===== src/rtl/lib_intr.sv =====
// Shared definitions for the interrupt controller: config register map, FSM states,
// and the packed configuration record.
package lib_intr;

    localparam int unsigned CFG_ADDR_ENABLE   = 0;
    localparam int unsigned CFG_ADDR_MODE     = 1;
    localparam int unsigned CFG_ADDR_PENDING  = 2;
    localparam int unsigned CFG_ADDR_VEC_BASE = 3;

    typedef enum logic [1:0] {
        IDLE    = 2'd0,
        REQ     = 2'd1,
        SERVICE = 2'd2
    } INTR_STATE;

    typedef struct packed {
        logic [31:0] enable;
        logic [31:0] mode;
        logic [31:0] vec_base;
    } INTR_CFG;

    // Mask covering the low n bits of a 32-bit register (n in 1..32).
    function automatic logic [31:0] src_mask(input int n);
        return 32'((64'd1 << n) - 64'd1);
    endfunction

endpackage


===== src/rtl/intr_prio_enc.sv =====
// Fixed-priority encoder: returns the lowest set index of vec and whether any bit is set.
module intr_prio_enc #(
    parameter int N_SRC = 8,
    parameter int ID_W  = (N_SRC > 1) ? $clog2(N_SRC) : 1
) (
    input  logic [N_SRC-1:0] vec,
    output logic             valid,
    output logic [ID_W-1:0]  id
);

    logic [N_SRC-1:0] onehot;

    // A bit wins only if no lower-indexed bit is set.
    generate
        for (genvar gi = 0; gi < N_SRC; gi++) begin : g_onehot
            localparam logic [N_SRC-1:0] LOWER = N_SRC'((64'd1 << gi) - 64'd1);
            assign onehot[gi] = vec[gi] & ~(|(vec & LOWER));
        end
    endgenerate

    assign valid = |vec;

    always_comb begin
        id = '0;
        for (int i = 0; i < N_SRC; i++) begin
            if (onehot[i]) begin
                id = id | ID_W'(i);
            end
        end
    end

endmodule


===== src/rtl/intr_ctrl.sv =====
// Multi-source interrupt controller: pending latch, mask, priority pick, request/ack/EOI FSM.
// Define INTR_CTRL_NEST_EN to enable the in-service stack with priority preemption.
module intr_ctrl
    import lib_intr::*;
#(
    parameter int N_SRC  = 8,
    parameter int ADDR_W = 2
) (
    input  logic              clk,
    input  logic              reset,
    input  logic [N_SRC-1:0]  src,
    input  logic              intr_en,
    input  logic              cfg_we,
    input  logic [ADDR_W-1:0] cfg_addr,
    input  logic [31:0]       cfg_wdata,
    output logic [31:0]       cfg_rdata,
    output logic              irq_req,
    output logic [31:0]       irq_vec,
    input  logic              irq_ack,
    input  logic              irq_eoi
);

    localparam int          ID_W     = (N_SRC > 1) ? $clog2(N_SRC) : 1;
    localparam logic [31:0] SRC_MASK = src_mask(N_SRC);

    INTR_CFG          cfg_q, cfg_d;
    INTR_STATE        state_q, state_d;
    logic [N_SRC-1:0] pend_q, pend_d;
    logic [N_SRC-1:0] src_q, src_d;
    logic [ID_W-1:0]  cur_id_q, cur_id_d;
    logic [31:0]      vec_q, vec_d;

    logic [31:0]      addr_ext;
    logic             wr_enable, wr_mode, wr_pend, wr_base;
    logic [N_SRC-1:0] enable_v, mode_v, elig, clr, set_edge;
    logic             win_valid;
    logic [ID_W-1:0]  win_id;
    logic             ack_fire, eoi_fire, preempt, last_pop, load;

    assign addr_ext  = 32'(cfg_addr);
    assign wr_enable = cfg_we && (addr_ext == CFG_ADDR_ENABLE);
    assign wr_mode   = cfg_we && (addr_ext == CFG_ADDR_MODE);
    assign wr_pend   = cfg_we && (addr_ext == CFG_ADDR_PENDING);
    assign wr_base   = cfg_we && (addr_ext == CFG_ADDR_VEC_BASE);

    assign enable_v = cfg_q.enable[N_SRC-1:0];
    assign mode_v   = cfg_q.mode[N_SRC-1:0];
    assign elig     = pend_q & enable_v;
    assign ack_fire = (state_q == REQ) && irq_ack;
    assign eoi_fire = (state_q == SERVICE) && irq_eoi;

    intr_prio_enc #(
        .N_SRC (N_SRC),
        .ID_W  (ID_W)
    ) u_prio_enc (
        .vec   (elig),
        .valid (win_valid),
        .id    (win_id)
    );

    always_comb begin
        cfg_d = cfg_q;
        if (wr_enable) cfg_d.enable   = cfg_wdata & SRC_MASK;
        if (wr_mode)   cfg_d.mode     = cfg_wdata & SRC_MASK;
        if (wr_base)   cfg_d.vec_base = cfg_wdata;
    end

    // Edge bits: set beats clear. Level bits simply track the line.
    always_comb begin
        src_d    = src;
        set_edge = src & ~src_q;
        clr      = '0;
        if (wr_pend)  clr = cfg_wdata[N_SRC-1:0];
        if (ack_fire) clr[cur_id_q] = 1'b1;
        pend_d = (mode_v & (set_edge | (pend_q & ~clr))) | (~mode_v & src);
    end

`ifdef INTR_CTRL_NEST_EN
    localparam int SP_W = $clog2(N_SRC + 1);

    logic [ID_W-1:0] stack_q [N_SRC];
    logic [ID_W-1:0] stack_d [N_SRC];
    logic [SP_W-1:0] sp_q, sp_d;
    logic [ID_W-1:0] top_id;

    assign top_id   = (sp_q == '0) ? '0 : stack_q[ID_W'(sp_q - SP_W'(1))];
    assign last_pop = (sp_q == SP_W'(1));
    // EOI takes precedence over a same-cycle preemption.
    assign preempt  = (state_q == SERVICE) && !irq_eoi && win_valid && intr_en
                      && (win_id < top_id);

    always_comb begin
        stack_d = stack_q;
        sp_d    = sp_q;
        if (ack_fire) begin
            stack_d[ID_W'(sp_q)] = cur_id_q;
            sp_d = sp_q + SP_W'(1);
        end else if (eoi_fire) begin
            sp_d = sp_q - SP_W'(1);
        end
    end

    always_ff @(posedge clk) begin
        if (reset) begin
            sp_q <= '0;
            for (int i = 0; i < N_SRC; i++) stack_q[i] <= '0;
        end else begin
            sp_q    <= sp_d;
            stack_q <= stack_d;
        end
    end
`else
    assign preempt  = 1'b0;
    assign last_pop = 1'b1;
`endif

    always_comb begin
        state_d = state_q;
        case (state_q)
            IDLE:    if (win_valid && intr_en) state_d = REQ;
            REQ:     if (irq_ack) state_d = SERVICE;
            SERVICE: begin
                if (irq_eoi)      state_d = last_pop ? IDLE : SERVICE;
                else if (preempt) state_d = REQ;
            end
            default: state_d = IDLE;
        endcase
    end

    // Id and vector are captured on entry to REQ so the request stays stable until ack.
    assign load = (state_d == REQ) && (state_q != REQ);

    always_comb begin
        cur_id_d = cur_id_q;
        vec_d    = vec_q;
        if (load) begin
            cur_id_d = win_id;
            vec_d    = cfg_q.vec_base + (32'(win_id) << 2);
        end
    end

    always_ff @(posedge clk) begin
        if (reset) begin
            cfg_q    <= '0;
            state_q  <= IDLE;
            pend_q   <= '0;
            src_q    <= '0;
            cur_id_q <= '0;
            vec_q    <= '0;
        end else begin
            cfg_q    <= cfg_d;
            state_q  <= state_d;
            pend_q   <= pend_d;
            src_q    <= src_d;
            cur_id_q <= cur_id_d;
            vec_q    <= vec_d;
        end
    end

    always_comb begin
        irq_req = (state_q == REQ);
        irq_vec = irq_req ? vec_q : 32'd0;
    end

    always_comb begin
        cfg_rdata = 32'd0;
        case (addr_ext)
            CFG_ADDR_ENABLE:   cfg_rdata = cfg_q.enable;
            CFG_ADDR_MODE:     cfg_rdata = cfg_q.mode;
            CFG_ADDR_PENDING:  cfg_rdata = 32'(pend_q);
            CFG_ADDR_VEC_BASE: cfg_rdata = cfg_q.vec_base;
            default:           cfg_rdata = 32'd0;
        endcase
    end

endmodule


===== config.mk =====
export PLATFORM = sky130hd
export DESIGN_NAME = intr_ctrl
export DESIGN_NICKNAME = d
export VERILOG_FILES = /design/src/rtl/lib_intr.sv /design/src/rtl/intr_prio_enc.sv /design/src/rtl/intr_ctrl.sv
export SDC_FILE = /design/constraint.sdc
export NUM_CORES = 1
export LEC_CHECK = 0
export CAP_MARGIN = 20
export CORE_MARGIN = 3
export CORE_UTILIZATION = 45
export DETAILED_ROUTE_END_ITERATION = 12
export PLACE_DENSITY = 0.76
export SYNTH_ARGS = -nofsm -noshare
export SYNTH_HDL_FRONTEND = slang
export SYNTH_HIERARCHICAL = 1
export SYNTH_SLANG_ARGS = --single-unit

===== constraint.sdc =====
create_clock -name clk -period 4.5 [get_ports clk]
set_clock_uncertainty 0.15 [all_clocks]
set_input_delay 0.9 -clock clk [delete_from_list [all_inputs] [get_ports clk]]
set_output_delay 0.9 -clock clk [all_outputs]
set_load 0.005 [all_outputs]

=== After elaboration in Yosys (flattened, before gate mapping) ===
Index checks and enable logic that the tools add are counted.

* Magnitude comparators: 2
* Bitwise logic cells: 25
* Equality and inequality tests: 7
* Add/sub/neg operators: 1
* Reduce and logical (&&, ||, !) cells: 17
* Multiplexer cells: 17

{| class="wikitable"
|+ Operators by type and width
! cell !! number
|-
| case mux 32 bit (4 select lines) || 1
|-
| AND 8 bit || 5
|-
| adder 32 x 5 -> 32 bit || 1
|-
| logical NOT 32 bit || 1
|-
| 2-to-1 mux 32 bit || 1
|-
| NOT 8 bit || 3
|-
| OR 8 bit || 3
|-
| 2-to-1 mux 8 bit || 2
|-
| 2-to-1 mux 3 bit || 4
|-
| 2-to-1 mux 2 bit || 5
|-
| logical AND 1 bit || 8
|-
| OR reduction 8 bit || 1
|-
| AND 1 bit || 7
|-
| NOT 1 bit || 7
|-
| OR reduction 7 bit || 1
|-
| == test 2 x 1 -> 1 bit, second input constant || 3
|-
| == test 2 bit, second input constant || 3
|-
| case mux 2 bit (3 select lines) || 1
|-
| OR reduction 6 bit || 1
|-
| OR reduction 5 bit || 1
|-
| less-than comparator 3 x 4 -> 1 bit, second input constant || 1
|-
| OR reduction 4 bit || 1
|-
| demux 1 bit (select 3 bit) || 1
|-
| >= comparator 3 x 1 -> 1 bit, second input constant || 1
|-
| other kinds (5) || 6
|}

* Register bits after elaboration: 101
* Output and inout port bits: 65
* Bits of input ports: 48

=== Depth between registers and ports, before layout ===
Gate-level depths: netlist of the first run.

* Depth after elaboration: 11
* Gate-level depth with buffers: 12

=== Hierarchy ===
The synthesis of the first run kept the hierarchy.

{| class="wikitable"
|+ By module, submodules not included
! module !! cells an instance !! area each (µm²) !! times used
|-
| intr_ctrl || 581 || 4860.9 || 1
|-
| intr_prio_enc || 14 || 81.3 || 1
|}

=== Least setup slack after synthesis of the first run ===
OpenSTA, ideal clock, no wires.

* Path kind: input to output
* Start point: input cfg_addr[0]
* End point: output cfg_rdata[0]
* Arrival time: 1.991 ns
* Path slack: 1.459 ns
* Stages on the path: 3
* Cells stage by stage: buf_2 -> buf_1 -> mux4_2

* Longest elaborated chain between the ends: 2

{| class="wikitable"
|+ RTL lines
! item !! RTL line !! source
|-
| start: declaration || intr_ctrl.sv:14 || <nowiki>input logic [ADDR_W-1:0] cfg_addr,</nowiki>
|-
| logical NOT 32 bit, or another cell as far along || intr_ctrl.sv:167 || <nowiki>case (addr_ext)</nowiki>
|-
| case mux 32 bit (4 select lines) * || intr_ctrl.sv:167 ||
|-
| end: declaration || intr_ctrl.sv:16 || <nowiki>output logic [31:0] cfg_rdata,</nowiki>
|}

Every way passes the cells marked *; elsewhere a longest branch is shown, timed or not.

=== Final worst setup path of the first run ===
* Start point: input cfg_addr[0]
* End point: output cfg_rdata[8]

The elaborated chain is that of the path after synthesis.

==> results.yml, run 1 <==
floorplan:
  die_w_um: 111
  io_pins: 113
  die_h_um: 111
  fp-row-count: 37
  initial_core_util: 0.470
  coreArea_um2: 10500
  dieArea_um2: 12300
grt:
  grt_pass1_vias: 4217
  grt_pass1_wl_mm: 21.7
  gr-total-overflow: 0
  grt_antenna_before_repair: 0
  track_usage: 0.215
  grt_max_degree: 102
sta:
  max_freq_ghz: 0.251
  min_period_ps: 3980
  setup_viol_count_final: 0
  tightest_slew_ps: 1070
  hold_violations: 0
  grt_setup_unrepaired: "no"
  fin_setup_tns_ps: 0
  slew_violations: 0
  period_share: 0.886
  slew_headroom: 0.288
  fin_ws_ps: 515
clock_network:
  root_buffer: "clkbuf_8"
  insertion_delay_ps: 370
  clock_path_buffers: 2
  cts_hold_buf: 0
  cts_buffers: 9
  cts_sinks: 101
  cts_tree: "yes"
  clkTransAtPathRegs_ps: 90
  cts_resized: 0
  post_cts_buffers: 0
  cts-htree-levels: 3
placement:
  globalplace.congestion: 0.865
  hpwl_mm: 9.73
  place_ws_ps: 507
  numPortBuffers: 112
cells_and_area:
  num-fill-cells: 954
  area_growth_pct: 28.3
  nNetsFinal: 737
  antennaDiodeCount: 0
  drive_gt1_frac: 0.0652
logic_synthesis:
  syn-cell-area_um2: 4940
  yosysUniqueCellTypes: 45
  synth_ff_type: "dfxtp_1"
  synthTopCellsByArea: "dfxtp_1 41%, nand2_1 8.9%, and2_1 5.3%, a21oi_1 4.5%, a211oi_1 4.4%"
  netlist_instances: 595
  yosysTopAreaCell: "dfxtp_1"
  yosys-top-cells-count: "117 x nand2_1, 101 x dfxtp_1, 49 x nor2_1"
  netlist.area_leader.share: 0.409
  async_flop_share: 0
  syn_nets: 647
  ys_warn_count: 6
  ys_ff_latch: 101
  avgSynthCellArea_um2: 8.31
  synth-edff-count: 0
  yosysSeqAreaShare: 0.409
  yosysMostFrequentCell: "nand2_1"
min_path:
  hold_start: "vec_q[2]"
  holdPathStages: 2
  min_to: "vec_q[2]"
  hold_path.class: "register to register"
worst_setup_path:
  crit_type: "input pin to primary output"
  worstPathArrival_ps: 2930
  crit_required_ps: 3450
  timing.rr.end: "vec_q[28]"
  crit_fanout: 26
  rr_startpoint: "pend_q[0]"
  startpoint_type: "input pin"
  rr_worst_depth: 10
  r2r_slack_ps: 1140
  endpoint_kind: "primary output"
power_and_ir_drop:
  power_density_nw_per_um2: 275
  p_leak_nw: 2.33
  ir_worst_vdd_uv: 161
routing:
  drtIter0Drc: 262
  wirelength_mm: 13.3
  first_pass_iters: 9
  vias_per_cell: 5.43
  ant_nets: 0
  drc_errors: 0
  wl_per_cell_um: 16.1
  num_vias: 4489
flow_run:
  cap_violations: 0
status:
  status: "finished, final reports clean"
-- critical path: stages --
cell             delay (ps)
clkdlybuf4s50_1         940
buf_4                   380
and3_1                  210
clkdlybuf4s50_1         500
-- cell usage in the layout (no fill, tap or decap), types with 2 or more instances in the layout --
| cell | count |
|---|---|
| nand2_1 | 117 |
| clkdlybuf4s50_1 | 111 |
| dfxtp_1 | 101 |
| nor2_1 | 49 |
| a21oi_1 | 44 |
| and2_1 | 42 |
| and3_1 | 30 |
| a211oi_1 | 29 |
| mux2i_1 | 16 |
| xor2_1 | 14 |
| nand3_1 | 12 |
| xnor2_1 | 12 |
| nor2b_1 | 11 |
| o21ai_0 | 10 |
| clkbuf_8 | 10 |
| mux4_2 | 8 |
| buf_4 | 8 |
| nor3_1 | 7 |
| inv_1 | 5 |
| a211oi_2 | 5 |
| and4_1 | 5 |
| nand4_1 | 4 |
| nand2b_1 | 4 |
| ha_1 | 3 |
| clkinvlp_4 | 3 |
| nor3_2 | 2 |
| or3_1 | 2 |
| nand3b_1 | 2 |
| a2111oi_0 | 2 |
| a21o_1 | 2 |
| clkinv_2 | 2 |
-- metal layers --
metal,vias to the layer above,wire (um),GRT usage
met3,19,851,0.0333
met1,2095,5910,0.295
met2,153,6230,0.343
li1,2222,-,-
met5,-,0,0
met4,0,279,0.0780
-- through the flow --
stage                      util  power, W  cells  area (um^2)  hold WS, ps
final                     0.603   0.00174    826         6340          314
after global routing      0.603   0.00180    826         6340          344
after CTS                 0.603   0.00175    826         6340          314
after detailed placement  0.584   0.00117    810         6140          301
after global placement    0.584   0.00117    810         6140          292
after floorplan               -   0.00108    595         4940          277
-- report_power, final --
group          switching (W)  leakage, nW  internal, W
combinational      0.0000933         1.41    0.0000979
clock               0.000320       0.0943     0.000270
sequential         0.0000314        0.823     0.000929
-- registers in the layout, indices dropped and copies added (netlist names) --
name and count:
pend_q 8, state_q 2, vec_q 32, cur_id_q 3, src_q 8, cfg_q 48
-- logic make-up (layout without fill, tap and decap cells) --
| kind of cell | after synthesis | after routing | share of synthesized area |
|---|---|---|---|
| adders and majority gates | 4 | 4 | 0.0116 |
| buffers and inverters | 45 | 140 | 0.0347 |
| muxes | 25 | 25 | 0.0711 |
| xor gates and xnor gates | 26 | 26 | 0.0461 |
| and+or+nand+nor | 295 | 295 | 0.297 |
| AOI/OAI and AO/OA | 99 | 99 | 0.130 |
| DFF | 101 | 101 | 0.409 |
-- worst max-delay path by stage --
stage / start / endpoint / slack, ps / depth (start not counted)
after floorplan: cfg_addr[0] / cfg_rdata[0] / 1460 / 3
after CTS: cfg_addr[0] / cfg_rdata[8] / 500 / 4
final: cfg_addr[0] / cfg_rdata[8] / 520 / 4
after global routing: cfg_addr[0] / cfg_rdata[8] / 410 / 4
after detailed placement: cfg_addr[0] / cfg_rdata[20] / 510 / 4
after global placement: cfg_addr[0] / cfg_rdata[1] / 550 / 3
-- area by class of cell --
class / count / area (um^2) / share of cell area
Tap cell: 136 / 170 / 0.0268
Multi-Input combinational cell: 449 / 2760 / 0.435
Inverter: 5 / 18.8 / 0.00296
Timing Repair Buffer: 119 / 1170 / 0.185
Clock inverter: 6 / 62.6 / 0.00987
Sequential cell: 101 / 2020 / 0.319
Clock buffer: 10 / 138 / 0.0217
Power figures use the tool's default switching activity.
==> inputs of run 2 (changes only) <==
--- a/config.mk
+++ b/config.mk
@@ -6,7 +6,7 @@
 export NUM_CORES = 1
 export LEC_CHECK = 0
 export CAP_MARGIN = 20
-export CORE_MARGIN = 3
+export CORE_MARGIN = 8
 export CORE_UTILIZATION = 45
 export DETAILED_ROUTE_END_ITERATION = 12
 export PLACE_DENSITY = 0.76
==> run 2 against run 1 <==
Worst hold slack worse by 7.4 ps; utilization is 1.4 points lower; critical path depth stayed put; first-iteration DRC count is 8.4% higher; via count is 1.0% lower; flip-flop and latch count stayed put; sequential share of layout area is 0.088 points lower; setup slack better by 50 ps; routed wire length is 4.5% higher; critical endpoint is now cfg_rdata[18]; largest cell class unchanged.
==> results.yml, run 2 (synthesis results as in run 1) <==
clock_network:
  post_cts_buffers: 0
  insertion_delay_ps: 360
  cts_sinks: 101
  clock_path_buffers: 2
  cts_buffers: 9
  cts_hold_buf: 0
  clkTransAtPathRegs_ps: 100
  cts_tree: "yes"
  cts-htree-levels: 3
  root_buffer: "clkbuf_8"
  cts_resized: 0
power_and_ir_drop:
  p_clk_frac: 0.341
  ir_worst_vdd_uv: 135
  pwr-share-seq: 0.549
  power_frac_comb: 0.110
  p_sw_w: 0.000456
  internal_power_w: 0.00129
  p_leak_nw: 2.33
  switching_share: 0.261
  power_density_nw_per_um2: 275
placement:
  place_area_um2: 6140
  hpwl_mm: 10.4
  globalplace.congestion: 0.903
  numPortBuffers: 112
  place_ws_ps: 526
floorplan:
  io_pins: 113
  fp-row-count: 38
  die_w_um: 121
  coreArea_um2: 10800
  initial_core_util: 0.458
  die_h_um: 121
  dieArea_um2: 14600
routing:
  wirelength_mm: 13.9
  num_vias: 4444
  drtIter0Drc: 284
  first_pass_iters: 5
  drc_errors: 0
  vias_per_cell: 5.35
  wl_per_cell_um: 16.7
  ant_nets: 0
grt:
  grt_antenna_before_repair: 0
  grt_max_degree: 102
  gr-total-overflow: 0
  grt_pass1_vias: 4298
  track_usage: 0.188
  grt_pass1_wl_mm: 22.5
worst_setup_path:
  crit_required_ps: 3450
  rr_worst_depth: 9
  crit_top_cell: "clkdlybuf4s50_1"
  startpoint_type: "input pin"
  worstPathArrival_ps: 2880
  path_cells: "clkdlybuf4s50_1 > buf_4 > and3_1 > clkdlybuf4s50_1"
  max_stage_delay_ps: 910
  crit_fanout: 26
  crit_type: "input pin to primary output"
  slowest_stage: "clkdlybuf4s50_1"
  endpoint_kind: "primary output"
cells_and_area:
  antennaDiodeCount: 0
  design_area_um2: 6360
  layout_common_cells: "117 x nand2_1, 111 x clkdlybuf4s50_1, 101 x dfxtp_1"
  area_growth_pct: 28.6
  largest_register: "cfg_q"
  num-fill-cells: 996
  largest_register_ffs: 48
  drive_gt1_frac: 0.0652
  top_regs: "cfg_q (48), vec_q (32)"
  mostFrequentLayoutCell: "nand2_1"
  nNetsFinal: 737
sta:
  hold_violations: 0
  slew_violations: 0
  tightest_slew_ps: 1040
  min_period_ps: 3930
  max_freq_ghz: 0.254
  fin_setup_tns_ps: 0
  setup_viol_count_final: 0
  period_share: 0.874
  fin_ws_ps: 566
  grt_setup_unrepaired: "no"
  slew_headroom: 0.305
status:
  status: "finished, final reports clean"
min_path:
  holdPathStages: 2
  hold_path.class: "register to register"
flow_run:
  cap_violations: 0
==> run 2: layer usage <==
metal,GRT usage,share of wire,vias to the layer above,wire (um)
met2,0.304,0.48,142,6710
met1,0.245,0.43,2061,6020
met4,0.0742,0.019,0,257
met5,0,0,-,0
met3,0.0336,0.063,23,874
li1,-,-,2218,-
==> run 2: layout make-up <==
class / count / area, um^2 / area share
timing repair buffer: 119 / 1180 / 0.185
multi-input combinational: 449 / 2760 / 0.434
sequential: 101 / 2020 / 0.318
tap: 140 / 175 / 0.0276
clock inverter: 7 / 81.3 / 0.0128
clock buffer: 9 / 124 / 0.0195
inverter: 5 / 18.8 / 0.00295
==> run 2: critical path, delay by kind of cell <==
kind | cells | cell delay [ps]
buf+inv | 3 | 1770
simple gates | 1 | 200
==> run 2: worst paths after layout <==
| kind | from | to | slack (ps) |
|---|---|---|---|
| hold / removal | vec_q[1] | vec_q[1] | 310 |
| hold reg to reg | vec_q[1] | vec_q[1] | 310 |
| setup / recovery | cfg_addr[0] | cfg_rdata[18] | 570 |
| setup reg to reg | pend_q[0] | vec_q[22] | 1110 |
==> run 2: power by group through the flow <==
stage / Sequential [W] / Clock [W] / Combinational [W]
after global routing: 0.000965 / 0.000650 / 0.000211
after global placement: 0.000980 / 0 / 0.000187
after CTS: 0.000961 / 0.000609 / 0.000193
after detailed placement: 0.000981 / 0 / 0.000192
final: 0.000961 / 0.000596 / 0.000192
after floorplan: 0.000969 / 0 / 0.000110
==> run 2: metrics by stage <==
step                power [W]  utilization  hold slack (ps)  std cells
finish                0.00175        0.589              307        830
global route          0.00183        0.589              338        830
CTS                   0.00176        0.588              307        829
detailed placement    0.00117        0.569              295        813
global placement      0.00117        0.569              292        813
floorplan             0.00108            -              277        595
==> inputs of run 3 (changes only) <==
--- a/config.mk
+++ b/config.mk
@@ -5,6 +5,7 @@
 export SDC_FILE = /design/constraint.sdc
 export NUM_CORES = 1
 export LEC_CHECK = 0
+export ABC_AREA = 0
 export CAP_MARGIN = 20
 export CORE_MARGIN = 8
 export CORE_UTILIZATION = 45
==> results of run 3 <==
Same layout as run 2: the final DEF is identical, and so are final timing and power.
